<file path="src/rtl/digital_channel_pkg.sv">
// digital_channel_pkg
//   Shared types and constants for the per-channel digital controller.
//   - state_t    : controller FSM states
//   - GUARD_CYCLES: idle cycles after the CSA reset pulse so the hit
//                  synchronizer can flush a stale level
//   - packet_t   : packet layout {timestamp, adc} at the default widths
//   - pulse_load : turns a pulse length into a down-counter preload,
//                  treating a length of 0 as 1
package digital_channel_pkg;

  typedef enum logic [2:0] {
    IDLE,
    HOLD_WAIT,
    CONVERT,
    STORE,
    RESET_CSA,
    GUARD
  } state_t;

  localparam int GUARD_CYCLES = 2;

  localparam int DEF_ADCBITS = 10;
  localparam int DEF_TS_BITS = 24;

  typedef struct packed {
    logic [DEF_TS_BITS-1:0] ts;
    logic [DEF_ADCBITS-1:0] adc;
  } packet_t;

  // A counter loaded with N-1 and stepped until it reads 0 spans N cycles.
  function automatic logic [7:0] pulse_load(input logic [7:0] len);
    return (len == 8'd0) ? 8'd0 : len - 8'd1;
  endfunction

endpackage

</file>
<file path="src/rtl/digital_channel_ctrl_fifo.sv">
// channel_fifo
//   First-word-fall-through synchronous FIFO for channel event packets.
//   Ports:
//     clk, reset      : clock, synchronous active-high reset (flushes)
//     i_push, i_data  : write request / data; ignored while full
//     i_pop           : consume head entry; ignored while empty
//     o_data          : head entry, forced to 0 while empty
//     o_full, o_empty : status from the pointer comparison
module channel_fifo #(
  parameter int WIDTH = 34,
  parameter int DEPTH = 4
) (
  input  logic             clk,
  input  logic             reset,
  input  logic             i_push,
  input  logic [WIDTH-1:0] i_data,
  input  logic             i_pop,
  output logic [WIDTH-1:0] o_data,
  output logic             o_full,
  output logic             o_empty
);

  localparam int AW = $clog2(DEPTH);

  logic [WIDTH-1:0] r_mem [DEPTH];
  // One extra pointer bit separates "full" from "empty" when the
  // address bits are equal.
  logic [AW:0]      r_wr_ptr;
  logic [AW:0]      r_rd_ptr;
  logic             w_do_push;
  logic             w_do_pop;

  assign o_empty   = (r_wr_ptr == r_rd_ptr);
  assign o_full    = (r_wr_ptr[AW] != r_rd_ptr[AW]) &&
                     (r_wr_ptr[AW-1:0] == r_rd_ptr[AW-1:0]);
  assign w_do_push = i_push && !o_full;
  assign w_do_pop  = i_pop && !o_empty;
  assign o_data    = o_empty ? '0 : r_mem[r_rd_ptr[AW-1:0]];

  // NOTE: sequential state uses non-blocking assignments so every flop
  // samples pre-edge values regardless of statement order.
  always_ff @(posedge clk) begin
    if (reset) begin
      r_wr_ptr <= '0;
      r_rd_ptr <= '0;
    end else begin
      if (w_do_push) r_wr_ptr <= r_wr_ptr + 1'b1;
      if (w_do_pop)  r_rd_ptr <= r_rd_ptr + 1'b1;
    end
  end

  // NOTE: storage is deliberately not reset; the pointers define which
  // entries are valid and o_data is masked while empty.
  always_ff @(posedge clk) begin
    if (w_do_push) r_mem[r_wr_ptr[AW-1:0]] <= i_data;
  end

endmodule

</file>
<file path="src/rtl/digital_channel_ctrl.sv">
// digital_channel_ctrl
//   Digital end of one analog channel: synchronizes hit/done, sequences
//   track/hold and CSA reset, captures {timestamp, adc} per event and
//   queues packets for the readout arbiter.
//   Ports:
//     clk, reset            : clock, synchronous active-high reset
//     enable                : accept new hits when high
//     timestamp             : free-running chip timestamp
//     hold_delay            : cycles from hit detect to hold
//     reset_length          : csa_reset width (0 behaves as 1)
//     clear_flags           : clears overflow/timeout
//     hit, done             : asynchronous front-end / ADC strobes
//     dout                  : ADC result, stable while done is high
//     sample, csa_reset     : track(1)/hold(0), CSA re-arm
//     data_out, data_valid  : FIFO head packet and not-empty
//     data_ready            : consumer pops the head entry
//     overflow, timeout     : sticky error flags
//     busy                  : controller not idle
module digital_channel_ctrl
  import digital_channel_pkg::*;
#(
  parameter int ADCBITS        = 10,
  parameter int TS_BITS        = 24,
  parameter int FIFO_DEPTH     = 4,
  parameter int TIMEOUT_CYCLES = 255
) (
  input  logic                       clk,
  input  logic                       reset,
  input  logic                       enable,
  input  logic [TS_BITS-1:0]         timestamp,
  input  logic [3:0]                 hold_delay,
  input  logic [7:0]                 reset_length,
  input  logic                       clear_flags,
  input  logic                       hit,
  input  logic                       done,
  input  logic [ADCBITS-1:0]         dout,
  output logic                       sample,
  output logic                       csa_reset,
  output logic [TS_BITS+ADCBITS-1:0] data_out,
  output logic                       data_valid,
  input  logic                       data_ready,
  output logic                       overflow,
  output logic                       timeout,
  output logic                       busy
);

  // The shared down-counter must hold TIMEOUT_CYCLES and an 8-bit pulse length.
  localparam int CNT_W = ($clog2(TIMEOUT_CYCLES + 1) > 8) ?
                         $clog2(TIMEOUT_CYCLES + 1) : 8;
  localparam logic [CNT_W-1:0] TIMEOUT_LOAD = CNT_W'(TIMEOUT_CYCLES);
  localparam logic [CNT_W-1:0] GUARD_LOAD   = CNT_W'(GUARD_CYCLES - 1);

  // Synchronizers: flops 1-2 resolve metastability, flop 3 is the edge detector.
  logic r_hit_m, r_hit_s, r_hit_s_d;
  logic r_done_m, r_done_s, r_done_s_d;

  state_t             r_state;
  logic [CNT_W-1:0]   r_cnt;
  logic [TS_BITS-1:0] r_ts_q;
  logic [ADCBITS-1:0] r_adc_q;
  logic               r_sample;
  logic               r_csa_reset;
  logic               r_busy;
  logic               r_overflow;
  logic               r_timeout;

  logic               w_hit_rise;
  logic               w_done_rise;
  logic [CNT_W-1:0]   w_rst_load;
  logic               w_fifo_full;
  logic               w_fifo_empty;
  logic               w_push;
  logic               w_overflow_set;
  logic               w_timeout_set;

  assign w_hit_rise     = r_hit_s && !r_hit_s_d;
  assign w_done_rise    = r_done_s && !r_done_s_d;
  assign w_rst_load     = CNT_W'(pulse_load(reset_length));
  // Full is judged before any same-cycle pop, so a store into a full
  // FIFO is always dropped.
  assign w_push         = (r_state == STORE) && !w_fifo_full;
  assign w_overflow_set = (r_state == STORE) && w_fifo_full;
  assign w_timeout_set  = (r_state == CONVERT) && !w_done_rise && (r_cnt == '0);

  always_ff @(posedge clk) begin
    if (reset) begin
      r_hit_m    <= 1'b0;
      r_hit_s    <= 1'b0;
      r_hit_s_d  <= 1'b0;
      r_done_m   <= 1'b0;
      r_done_s   <= 1'b0;
      r_done_s_d <= 1'b0;
    end else begin
      r_hit_m    <= hit;
      r_hit_s    <= r_hit_m;
      r_hit_s_d  <= r_hit_s;
      r_done_m   <= done;
      r_done_s   <= r_done_m;
      r_done_s_d <= r_done_s;
    end
  end

  always_ff @(posedge clk) begin
    if (reset) begin
      // Leaving reset runs a full CSA reset pulse before accepting hits.
      r_state     <= RESET_CSA;
      r_cnt       <= w_rst_load;
      r_ts_q      <= '0;
      r_adc_q     <= '0;
      r_sample    <= 1'b1;
      r_csa_reset <= 1'b1;
      r_busy      <= 1'b1;
      r_overflow  <= 1'b0;
      r_timeout   <= 1'b0;
    end else begin
      // Setting a flag takes priority over a same-cycle clear.
      if (w_overflow_set)   r_overflow <= 1'b1;
      else if (clear_flags) r_overflow <= 1'b0;
      if (w_timeout_set)    r_timeout  <= 1'b1;
      else if (clear_flags) r_timeout  <= 1'b0;

      case (r_state)
        IDLE: begin
          if (w_hit_rise && enable) begin
            r_ts_q  <= timestamp;
            r_cnt   <= CNT_W'(hold_delay);
            r_busy  <= 1'b1;
            r_state <= HOLD_WAIT;
          end
        end
        HOLD_WAIT: begin
          if (r_cnt == '0) begin
            r_sample <= 1'b0;
            r_cnt    <= TIMEOUT_LOAD;
            r_state  <= CONVERT;
          end else begin
            r_cnt <= r_cnt - 1'b1;
          end
        end
        CONVERT: begin
          if (w_done_rise) begin
            r_adc_q <= dout;
            r_state <= STORE;
          end else if (r_cnt == '0) begin
            r_sample    <= 1'b1;
            r_csa_reset <= 1'b1;
            r_cnt       <= w_rst_load;
            r_state     <= RESET_CSA;
          end else begin
            r_cnt <= r_cnt - 1'b1;
          end
        end
        STORE: begin
          r_sample    <= 1'b1;
          r_csa_reset <= 1'b1;
          r_cnt       <= w_rst_load;
          r_state     <= RESET_CSA;
        end
        RESET_CSA: begin
          if (r_cnt == '0) begin
            r_csa_reset <= 1'b0;
            r_cnt       <= GUARD_LOAD;
            r_state     <= GUARD;
          end else begin
            r_cnt <= r_cnt - 1'b1;
          end
        end
        GUARD: begin
          if (r_cnt == '0) begin
            r_busy  <= 1'b0;
            r_state <= IDLE;
          end else begin
            r_cnt <= r_cnt - 1'b1;
          end
        end
        default: begin
          r_sample    <= 1'b1;
          r_csa_reset <= 1'b1;
          r_busy      <= 1'b1;
          r_cnt       <= w_rst_load;
          r_state     <= RESET_CSA;
        end
      endcase
    end
  end

  channel_fifo #(
    .WIDTH (TS_BITS + ADCBITS),
    .DEPTH (FIFO_DEPTH)
  ) u_fifo (
    .clk     (clk),
    .reset   (reset),
    .i_push  (w_push),
    .i_data  ({r_ts_q, r_adc_q}),
    .i_pop   (data_ready),
    .o_data  (data_out),
    .o_full  (w_fifo_full),
    .o_empty (w_fifo_empty)
  );

  assign data_valid = !w_fifo_empty;
  assign sample     = r_sample;
  assign csa_reset  = r_csa_reset;
  assign busy       = r_busy;
  assign overflow   = r_overflow;
  assign timeout    = r_timeout;

endmodule

</file>
<file path="config.mk">
export PLATFORM = sky130hd
export DESIGN_NAME = digital_channel_ctrl
export DESIGN_NICKNAME = d
export VERILOG_FILES = /design/src/rtl/digital_channel_pkg.sv /design/src/rtl/digital_channel_ctrl_fifo.sv /design/src/rtl/digital_channel_ctrl.sv
export SDC_FILE = /design/constraint.sdc
export NUM_CORES = 1
export LEC_CHECK = 0
export BUFFER_PORTS_ARGS = -buffer_cell sky130_fd_sc_hd__buf_2
export CAP_MARGIN = 20
export CORE_ASPECT_RATIO = 1.2
export CORE_MARGIN = 10
export CORE_UTILIZATION = 40
export DETAILED_ROUTE_END_ITERATION = 10
export PLACE_DENSITY = 0.69
export SYNTH_ARGS = -nofsm -noshare
export SYNTH_HDL_FRONTEND = slang
export SYNTH_SLANG_ARGS = --single-unit
</file>
<file path="constraint.sdc">
create_clock -name clk -period 3.6 [get_ports clk]
set_input_delay 0.36 -clock clk [delete_from_list [all_inputs] [get_ports clk]]
set_output_delay 0.36 -clock clk [all_outputs]
set_load 0.1 [all_outputs]
</file>
==> results of run 1 <==
cell usage after synthesis, drive strengths merged, types with 5 or more instances:
cell type    n  area [um2]
nor2b       10        62.6
clkbuf      24        91.3
nor3        11        55.1
or3          5        31.3
a31oi        6        37.5
xnor2        9        78.8
xor2         9        78.8
and2        38         238
o21ai        7        35.0
a21oi       43         215
nand3        5        25.0
ha           9         113
mux4        34         766
dfxtp       56        1120
buf          8        36.3
nand2       82         308
inv         10        37.5
edfxtp     144        4320
nor3b        5        37.5
nor2        17        63.8
kinds of logic after synthesis:
kind of cell / count (synthesis) / share of synthesized area (%)
mux: 36 / 9.60
simple gates: 189 / 11.5
buf+inv: 42 / 2.02
compound gates: 90 / 7.06
xor+xnor: 18 / 1.93
flops: 200 / 66.5
fa+ha+maj: 9 / 1.38
metrics by stage:
step	total power, mW	hold slack, ns	setup WS, ns	cells
finish	4.42	0.138	0.833	949
global placement	2.71	0.419	1.01	917
global route	4.57	0.125	0.647	949
CTS	4.45	0.125	0.750	949
floorplan	2.63	0.414	0.400	584
detailed placement	2.71	0.424	0.970	917
path summary, 6_finish.rpt:
path / from / to / depth (start not counted)
worst max-delay path: flip-flop / data_out[6] / 4
worst min-delay path: hit / r_hit_m / 2
worst max register to register: r_state[1] / r_adc_q[3] / 4
worst min register to register: r_done_m / r_done_s / 1
per-layer routing:
layer | GRT usage [%] | part of all wire [%] | vias to the layer above
met4 | 4.86 | 2.0 | 0
met3 | 3.99 | 7.2 | 35
li1 | - | - | 2362
met1 | 16.9 | 42 | 2491
met2 | 23.3 | 49 | 188
met5 | 0 | 0 | -
power groups by stage:
stage / registers (mW) / logic [mW] / clock network [mW]
finish: 2.48 / 0.182 / 1.76
global route: 2.48 / 0.196 / 1.89
CTS: 2.48 / 0.179 / 1.79
detailed placement: 2.53 / 0.178 / 0
global placement: 2.53 / 0.176 / 0
floorplan: 2.53 / 0.104 / 0
registers in the layout, summed over array words and instances (netlist names), 3 cells and up, named ones only:
name             flops
u_fifo.r_mem       136
r_ts_q              24
r_adc_q             10
r_cnt                8
r_state              3
u_fifo.r_rd_ptr      3
u_fifo.r_wr_ptr      3
cell type report:
class                           instances  share of cell area, %
Inverter                               10                  0.396
Sequential cell                       200                   57.5
Tap cell                              265                   3.50
Timing Repair Buffer                  100                   5.62
Clock buffer                           18                   4.53
Clock inverter                         14                   1.20
Multi-Input combinational cell        342                   27.3
==> results.md, run 1 <==
- The flow ran to the end, and the final reports show no timing, DRC or antenna violations.
- The maximum vdd ir drop is 334 uV.
- The count of input and output buffers is 92.
- The total half-perimeter wirelength after legalization and detailed placement is 12.0 mm.
- Grouping stages by cell kind, the critical path spends the most delay in flip-flops.
- For flop-to-flop paths, the worst setup slack is 0.95 ns.
- Entering global routing, the biggest net connects 42 pins.
- The power density over cell area is 466 nW/um2.
- The die area is 26600 um2.
- Of all flip-flops after synthesis, the portion carrying an async set or reset was 0%.
- The leading register cell type out of synthesis is edfxtp_1.
- The final-layout fill cell count is 1763.
- The net count after synthesis is 646.
- The per-cell via count in the routed design is 5.35.
- Counting flops and latches in the post-synthesis netlist gives 200.
- In this run, CTS created clock tree buffers numbering 17.
- The data required time of the critical path is 3.24 ns.
- Of the cells placed in the final design, the portion with a size suffix greater than 1 is 25.9%.
- The library cell used most frequently in the layout, excluding fill and tap cells, is edfxtp_1.
- Combinational logic is responsible for 4.1% of the overall power.
- The number of placement rows is 57.
- The aggregate global-route resource usage is 13.9%.
- Once the clock tree was built, the resizer swapped 0 gates to a different size.
- STA classifies the critical path startpoint as a flip-flop.
- The TritonCTS clock tree is built.
- The finished cells cover 9480 um2.
- Setup repair after global routing left no endpoint under its margin.
- The final layout contains 733 nets.
- The critical path goes through buf_12, mux4_2, and2_1, buf_2.
- The clock tree buffer depth is 2.
- The remaining number of nets flagged by the antenna check after routing is 0.
- Once the floorplan was initialized, standard cells occupied 40.6% of the core.
- The number of warnings issued by yosys is 0.
- The routability congestion estimate from global placement is 0.887.
- After detailed routing, the average wire length per cell comes to 19.3 um.
- After detailed routing, the number of remaining DRC violations is 0.
- The total area of sequential cells is 5450 um2.
- The final cycle utilization of the critical path is 76.9%.
- Averaged over all synthesized cells, the footprint is 14.0 um2.
- The area used by multi-input combinational logic is 2590 um2.
- The clock skew after layout is 0.00976 ns.
- Cells fill 47.0% of the core in the end.
- The synthesized cell area is 8190 um2.
- The number of hold violations in the final report was 0.
- The part of the total power dissipated in sequential elements is 56.1%.
- The worst-path maximum fanout is 20.
- The vias after detailed routing is 5076.
- The number of buffer and inverter instances along the worst setup path is 2.
- The clock edge transition at the registers on the reported setup and hold paths is 0.07 ns.
- The initial antenna violation count is 0.
- Leaving out fill and tap cells, the most frequent cells in the layout are edfxtp_1 (144), buf_2 (92), nand2_1 (82).
- The tree built by TritonCTS fans out to 200 sinks.
- After clock tree synthesis, the flow added hold-fix buffers numbering 0.
- The static leakage is 3.00 nW.
- At the pin with the least slew margin, the transition time is 0.951 ns.
- Internal power comes to 3.44 mW.
- For this block, the routed nets add up to 18.3 mm of wire.
- The critical path in this run is classified as reg -> out.
- The core footprint is 20200 um2.
- The count of pins over their slew limit is 0.
- The number of global-route vias before repair came to 5246.
- The overall overflow remaining after global route is 0.
- The arrival time reported for the critical path endpoint is 2.41 ns.
- After routing, the total negative slack on setup checks comes to 0 ns.
- The clock insertion delay at the later pin of the skew report is 0.43 ns.
- The library cell used as clock root buffer is clkbuf_16.
- For the finished layout, the period the worst path requires is 2.77 ns.
- The number of cells produced by synthesis is 584.
- The pre-antenna-repair detailed-routing pass consisted of 5 iterations.
- The cell area reported after detailed placement is 8940 um2.
- The slowest stage of the critical path is the dfxtp_2 cell.
- The first-iteration detailed-routing DRC count is 524.
- Sequential elements use 66.5% of the synthesized area.
- The worst setup path is captured at a primary output.
- The switching component of the power is 983 uW.
- Static timing analysis puts the maximum clock frequency at 361 MHz.
- The H-tree was split into 4 levels.
- The first global-routing pass estimated 28.6 mm of wire.
- The I/O pin count is 93.
- The proportion of power drawn by the clock network is 39.7%.
- The switching share of power is 22.2%.
- The area growth from synthesis to final layout is 15.8%.
- The class of the worst hold path is in -> reg.
- The final setup violation count is 0.
- The die is 151 um wide.
- The max-cap check violation count is 0.
- The number of synthesized flops with an enable pin is 144.
- Measured along the y axis, the die boundary spans 177 um.
- Synthesis instantiated 53 different standard cells from the library.
- The number of antenna cells inserted is 0.
- In this design, the stage delay of the slowest critical-path cell is 0.69 ns.
- The total setup buffers inserted after CTS is 0.
- The worst pin sits at a relative slew slack of 36.6%.
Power figures use the tool's default switching activity.
==> run 2, diff against run 1 <==
- ABC_AREA: default -> 1
- clock period: 3.6 -> 2.7 ns (I/O delays scaled with it)
==> run 2 against run 1 <==
Compared with the run above: first-iteration DRC count shrank 34%; cell count rose by 29%; largest power group unchanged; synthesized cell count increased by 46%; register-to-register slack worse by 0.24 ns; largest cell class unchanged; count of clock-buffer cells in the layout down 1; highest routed layer unchanged; critical endpoint is now data_out[7].
==> results.md, run 2 <==
- The flow ran to the end, and the final reports show no timing, DRC or antenna violations.
- The total wire length after detailed routing is 18.6 mm.
- Of all nets on the critical path, the largest fanout is 54.
- After synthesis the netlist holds a flip-flop and latch count of 200.
- Global routing used 13.5% of the available tracks.
- Sequential elements use 63.8% of the synthesized area.
- The synthesized netlist occupies a cell area of 8530 um2.
- The average instance in the mapped netlist occupies 10.0 um2.
- Port buffering added 92 buffers.
- The analysis attributes to cell leakage a power of 4.27 nW.
- The first global-routing pass estimated 30.5 mm of wire.
- The headroom to the max-slew limit is 57.3%.
- The fraction of final layout cells sized beyond drive strength 1 is 17.1%.
- The final setup violation count is 0.
- In the post-synthesis netlist, the biggest area contributors are edfxtp_1 (51%), dfxtp_1 (13%), nor2_1 (9.1%).
- By startpoint and endpoint, the worst setup path is classified as reg -> out.
- At the later pin of the worst-skew pair, clock insertion delay measures 0.44 ns.
- After detailed routing, the number of vias per cell comes to 4.98.
- The count of pins over their slew limit is 0.
- After routing the design area is 10400 um2.
- After legalization and detailed placement, the total HPWL measured 12.5 mm.
- The setup slack of the worst register-to-register path is 0.71 ns.
- In this run, post-CTS hold repair placed 0 buffers.
- The class of the worst hold path is in -> reg.
- The portion of synthesized cell area occupied by the leading cell type is 50.7%.
- The most frequently used cell type in the post-synthesis netlist is nor2_1.
- In the synthesized netlist, the cells that appear most often are nor2_1 (207), edfxtp_1 (144), nand2_1 (123), o21ai_0 (79), inv_1 (78).
- Buffers inserted during clock tree synthesis total 17.
- The sum of met3 wire segment lengths after detailed routing is 829 um.
- The post-synthesis cell type count is 31.
- In this run the standard cell core region covers 21000 um2.
- The area growth from synthesis to final layout is 21.9%.
- The smallest setup slack after layout is 0.157 ns.
- The slew at the pin closest to its max-slew limit is 0.640 ns.
- The tree is rooted in a clkbuf_16.
- The maximum number of pins on one net before global-route repair is 55.
- The detailed-route wire length per cell is 15.2 um.
- The area used by multi-input combinational logic is 2570 um2.
- The library cells used most frequently in the layout, excluding fill and tap cells, are nor2_1 (203), edfxtp_1 (144), nand2_1 (123).
- The height of the chip is 180 um.
- 0 antenna diodes ended up in the layout.
- Summing the areas of all and, or, nand and nor instances in the mapped netlist gives 17.7% of the synthesized area.
- The endpoint type of the worst setup path is a primary output.
- Of the total synthesized cell area, the portion taken by full adders, half adders and majority gates is 1.32%.
- Summing the areas of all compound-gate instances in the mapped netlist gives 9.61% of the synthesized area.
- Across the run, the number of max-cap violations was 0.
- Once detail routing completed, the nets flagged for antenna violations numbered 0.
- The startpoint of the lowest-slack register-to-register path is r_cnt[0].
- The number of sinks handled by clock tree synthesis is 200.
- Setup repair after global routing left no endpoint under its margin.
- The most common cell after layout, fill and taps aside is nor2_1.
- The number of hold violations in the final report is 0.
- The first-pass iteration count of the detailed router is 5.
- The sequential cells in the finished layout cover a total of 5450 um2.
- The total number of nets in the final design is 999.
- Counting every net in the synthesized netlist gives 913.
- The maximum vdd ir drop is 522 uV.
- The maximum level of the CTS H-tree is 4.
- The floorplan step set the die width to 153 um.
- The effective utilization at floorplan is 40.7%.
- The final cycle utilization of the critical path is 94.2%.
- The synthesized netlist devotes 1.13% of its cell area to XOR and XNOR gates.
- The fraction of synthesized area in multiplexers is 0%.
- In this run the post-CTS setup repair buffer count came out at 0.
- The number of cells produced by synthesis is 851.
- The number of synthesized flops with an enable pin is 144.
- The die area is 27600 um2.
- The endpoint of the lowest-slack register-to-register path is r_cnt[3].
- For this block, wires on met1 add up to 7.98 mm.
- The data required time of the critical path is 2.43 ns.
- The final period demand of the worst path is 2.54 ns.
- For the worst setup path, the data arrival time is 2.27 ns.
- The first-iteration detailed-routing DRC count is 346.
- The post-synthesis async set-or-reset flop share is 0%.
- The most critical setup path has its endpoint at data_out[7].
- The cell area reported after detailed placement is 9800 um2.
- For the final database, setup skew stands at 0.0105 ns.
- The number of flip-flops in the largest register is 136.
- The longest clock path from root to sink contains 2 buffers.
- The kind of start point of the critical path is a flip-flop.
- Power spread over the standard cell area amounts to 735 nW/um2.
- The worst setup timing slack at the placement stage is 0.620 ns.
- The fmax is 393 MHz.
- The clock edge transition at the registers on the reported setup and hold paths is 0.07 ns.
- Summed over all instances, the cell type with the most area after synthesis is edfxtp_1.
- 93 I/O pins were placed.
- The number of resized instances in the post-cts repair step is 0.
- In this run the core area contains 58 standard-cell rows.
- After synthesis, the largest family of logic cells by area is simple AND/OR/NAND/NOR gates.
- The initial antenna violation count is 0.
- The count of unresolved DRC violations after routing is 0.
- For this block, the via count after detailed routing is 6073.
- The length in cells of the worst reg-to-reg path is 11.
- The number of warnings issued by yosys is 0.
- Summed over all nets, wire length on met2 after detailed routing comes to 9.39 mm.
- The routability congestion estimate from global placement is 0.814.
- The TritonCTS clock tree is built.
- In this run the top signal layer used is met4.
- After filler insertion, the fill cell instance count of the layout stands at 1865.
- The number of global-route vias before repair came to 6100.
- The overall overflow remaining after global route is 0.
- The leading register cell type out of synthesis is edfxtp_1.
[run 2: cell count changes after synthesis, moves of 38 or more]
cell / previous run / this run
o21ai_0: 7 / 79
inv_1: 10 / 78
and2_1: 38 / 0
nor2_1: 17 / 207
nand2_1: 82 / 123
[run 2: layout make-up]
| type | count | area share, % |
|---|---|---|
| Clock inverter | 15 | 1.63 |
| Multi-Input combinational cell | 528 | 24.7 |
| Inverter | 84 | 3.06 |
| Timing Repair Buffer | 106 | 10.8 |
| Sequential cell | 200 | 52.4 |
| Tap cell | 270 | 3.25 |
| Clock buffer | 17 | 4.09 |
[run 2: worst min path at each step]
| stage | start | endpoint | slack (ns) | cells past startpoint |
|---|---|---|---|---|
| after floorplan | reset | r_state[0] | 0.34 | 1 |
| after global placement | r_done_m | r_done_s | 0.39 | 2 |
| after detailed placement | r_done_m | r_done_s | 0.40 | 2 |
| after CTS | hit | r_hit_m | 0.02 | 3 |
| after global routing | done | r_done_m | 0.03 | 3 |
| final | hit | r_hit_m | 0.04 | 3 |
[run 2: critical path: stages, from the launching register on]
cell and delay (ns):
dfxtp_2 0.43, inv_2 0.27, buf_12 0.30, nor2_1 0.07, o32ai_1 0.37, nand2_1 0.10
inv_1 0.11, buf_12 0.18
[run 2: power breakdown]
| group | switching, mW | total (mW) | internal [mW] |
|---|---|---|---|
| clock network | 1.18 | 2.50 | 1.31 |
| registers | 0.0968 | 3.48 | 3.38 |
| logic | 1.13 | 1.66 | 0.529 |
| total | 2.41 | 7.64 | 5.22 |
[run 2: logic make-up after synthesis]
family,after synthesis
flip-flops,200
adder cells (fa/ha/maj),9
AO/OA/AOI/OAI,135
buffers and inverters,123
AND/OR/NAND/NOR,373
XOR/XNOR,11
[run 2: layer usage]
metal	vias up	track usage [%]
li1	3030	-
met1	2864	15.3
met2	154	23.9
met3	25	3.37
met4	0	5.19
met5	-	0
[run 2: metrics by stage]
stage / util [%] / hold slack [ns] / cells / TNS, ns / power (mW)
final: 49.6 / 0.0353 / 1220 / 0 / 7.64
after floorplan: - / 0.339 / 851 / -2.77 / 4.77
after detailed placement: 46.7 / 0.399 / 1188 / 0 / 5.21
after global placement: 46.7 / 0.395 / 1188 / 0 / 5.19
after CTS: 49.6 / 0.0166 / 1220 / 0 / 7.72
after global routing: 49.6 / 0.0253 / 1220 / 0 / 8.03
==> run 3, diff against run 2 <==
- RECOVER_POWER: default -> 50
==> run 3 against run 2 <==
Compared with the run above: via count about the same; design area down 0.52%; fmax rose by 0.39%; critical path depth stayed put; sequential cell count unchanged; critical path type unchanged; highest routed layer unchanged.
==> results.md, run 3 (synthesis results as in run 2) <==
- The flow ran to the end, and the final reports show no timing, DRC or antenna violations.
- The delay contributed by the slowest stage of the critical path is 0.43 ns.
- The fraction of final layout cells sized beyond drive strength 1 is 15.6%.
- The finished layout cell area is 10300 um2.
- Sequential cells account for 45.6% of the total power.
- Counting every sink on the clock net gives 200.
- The total setup buffers inserted after CTS is 0.
- The vias after detailed routing is 6075.
- Measured against its own limit, the worst slew margin works out to 21.8%.
- In this run, post-CTS repair resized a total of 0 instances.
- The total area inside the core boundary comes to 21000 um2.
- Counting the buffers created by CTS gives 17.
- The global-route wire length before repair is 30.5 mm.
- At the pin with the least slew margin, the transition time is 1.18 ns.
- Total power for the finished layout comes to 7.63 mW.
- After global routing the overflow that remains totals 0.
- At the worst endpoint, the arrival time is 2.26 ns.
- The per-cell via count in the routed design is 4.98.
- The combinational cell fraction of total power is 21.6%.
- The analysis attributes to cell leakage a power of 4.23 nW.
- The register with the most flip-flops in the layout has 136 of them.
- The proportion of power drawn by the clock network is 32.8%.
- The final cycle utilization of the critical path is 93.8%.
- The worst setup path is of the reg -> out kind.
- The die area is 27600 um2.
- For this design the total switching power over the nets is 2.41 mW.
- Setup repair after global routing left no endpoint under its margin.
- Setup violations remaining at the end of the flow were counted as 0.
- At the worst endpoint, the required time is 2.43 ns.
- Row generation in the floorplan step produced 58 rows.
- CTS built an H-tree with a depth of 4.
- The share of the core filled with cells is 49.3%.
- The first TritonRoute pass finished after 5 iterations.
- The count of pins over their slew limit came to 0.
- In this run the deepest clock path goes through 2 buffers.
- Max-cap violations in this run came to 0.
- After layout, the minimum clock period comes to 2.53 ns.
- The number of antenna cells inserted is 0.
- The total wire length after detailed routing is 18.5 mm.
- Across the VDD grid, the largest voltage drop is 510 uV.
- In the final design database the tool counted 999 nets.
- The min-delay analysis places its worst path in the category in -> reg.
- Of the total power, the share spent switching nets is 31.6%.
- The area growth from synthesis to layout is 21.2%.
- The initial antenna violation count is 0.
- The TritonCTS clock tree is built.
- Buffers placed on the I/O ports in this run total 92.
- In this run the worst path has a maximum fanout of 54.
- The final-layout worst hold slack is 0.0336 ns.
- Fill cells in the final layout number 1879.
- After clock tree synthesis, the clock-pin slew on the worst setup and hold paths is 0.07 ns.
- Internal power comes to 5.22 mW.
- For this configuration, the core starts out at a cell density of 40.7%.
- The x dimension of the die is 153 um.
- The number of global-route vias before repair is 6100.
- Power spread over the standard cell area amounts to 737 nW/um2.
- On the critical path the largest part of the delay comes from buffers and inverters.
- Counting both buffers and inverters, the worst setup path holds a total of 4.
- In this run the cell area measured after placement is 9800 um2.
- For this run, the total global-route usage over all layers was measured as 13.5%.
- The number of hold violations in the final report came to 0.
- Routability-driven placement finished with a final weighted congestion of 0.814.
- Across the routed clock network, the largest skew measured is 0.00966 ns.
- Entering global routing, the biggest net connects 55 pins.
- The worst setup path is captured at a primary output.
- The critical path goes through inv_2, buf_12, nor2_1, o32ai_1, nand2_1, inv_1, buf_12.
- The slowest stage cell on the critical path is dfxtp_2.
- The first-iteration detailed-routing DRC count is 356.
- In this design, the critical path's most frequently occurring cell is buf_12.
- The count of unresolved DRC violations after routing is 0.
- After detailed routing, the average wire length per cell comes to 15.2 um.
- The top cell types in the final layout, fill and taps aside, are nor2_1 (206), edfxtp_1 (144), nand2_1 (125).
- The library cell used most frequently in the layout, excluding fill and tap cells, is nor2_1.
- The fmax is 395 MHz.
- In this run the remaining antenna-violating nets after routing total 0.
- For this design the top-level I/O count stands at 93.
- The number of hold buffers added after CTS is 0.
- The total half-perimeter wirelength after legalization and detailed placement is 12.5 mm.
- The kind of start point of the critical path is a flip-flop.
- The library cell used as clock root buffer is clkbuf_16.
- The die is 180 um tall.
- For the worst-skew pair, the clock arrives at the later sink with an insertion delay of 0.44 ns.
-- run 3: cell types whose count changed in the layout (fill, tap and decap cells not counted) --
| cell | change |
|---|---|
| buf_2 | -6 |
| buf_4 | -3 |
| clkbuf_1 | +9 |
| inv_2 | +1 |
| inv_4 | -1 |
| nand2_1 | +2 |
| nand2_2 | -1 |
| nand2_4 | -1 |
| nor2_1 | +3 |
| nor2_4 | -3 |
-- run 3: metrics by stage --
step                TNS, ns  setup WS (ns)  std cells
finish                    0          0.167       1220
global route              0        0.00439       1220
CTS                       0          0.146       1220
detailed placement        0          0.620       1188
global placement          0          0.626       1188
floorplan             -2.77        -0.0203        851
-- run 3: final timing paths --
kind	from	to	slack (ns)	depth (start not counted)
worst max-delay path	flip-flop	data_out[7]	0.17	7
worst min-delay path	done	r_done_m	0.03	3
worst min register to register	r_done_m	r_done_s	0.41	2
worst max register to register	r_state[2]	r_ts_q[6]	0.24	7
-- run 3: cell type report --
cell class / instances / area [um2] / share of cell area [%]
Clock buffer: 17 / 425 / 4.11
Clock inverter: 15 / 169 / 1.63
Sequential cell: 200 / 5450 / 52.7
Multi-Input combinational cell: 528 / 2540 / 24.5
Timing Repair Buffer: 106 / 1110 / 10.7
Inverter: 84 / 315 / 3.05
Tap cell: 270 / 338 / 3.27
-- run 3: per-layer routing --
metal	global-route usage (%)	part of all wire, %
met1	15.3	42
met2	23.9	51
met3	3.37	5.0
met4	5.19	2.0
met5	0	0
-- run 3: power groups by stage --
stage | clock, mW | combinational (mW) | sequential (mW)
floorplan | 0 | 1.17 | 3.60
global placement | 0 | 1.65 | 3.54
detailed placement | 0 | 1.67 | 3.55
CTS | 2.57 | 1.67 | 3.48
global route | 2.71 | 1.82 | 3.49
finish | 2.50 | 1.65 | 3.47
-- run 3: tightest hold or removal path, cell delays in order --
cell	delay [ns]
buf_2	0.07
inv_1	0.03
nor2_1	0.06
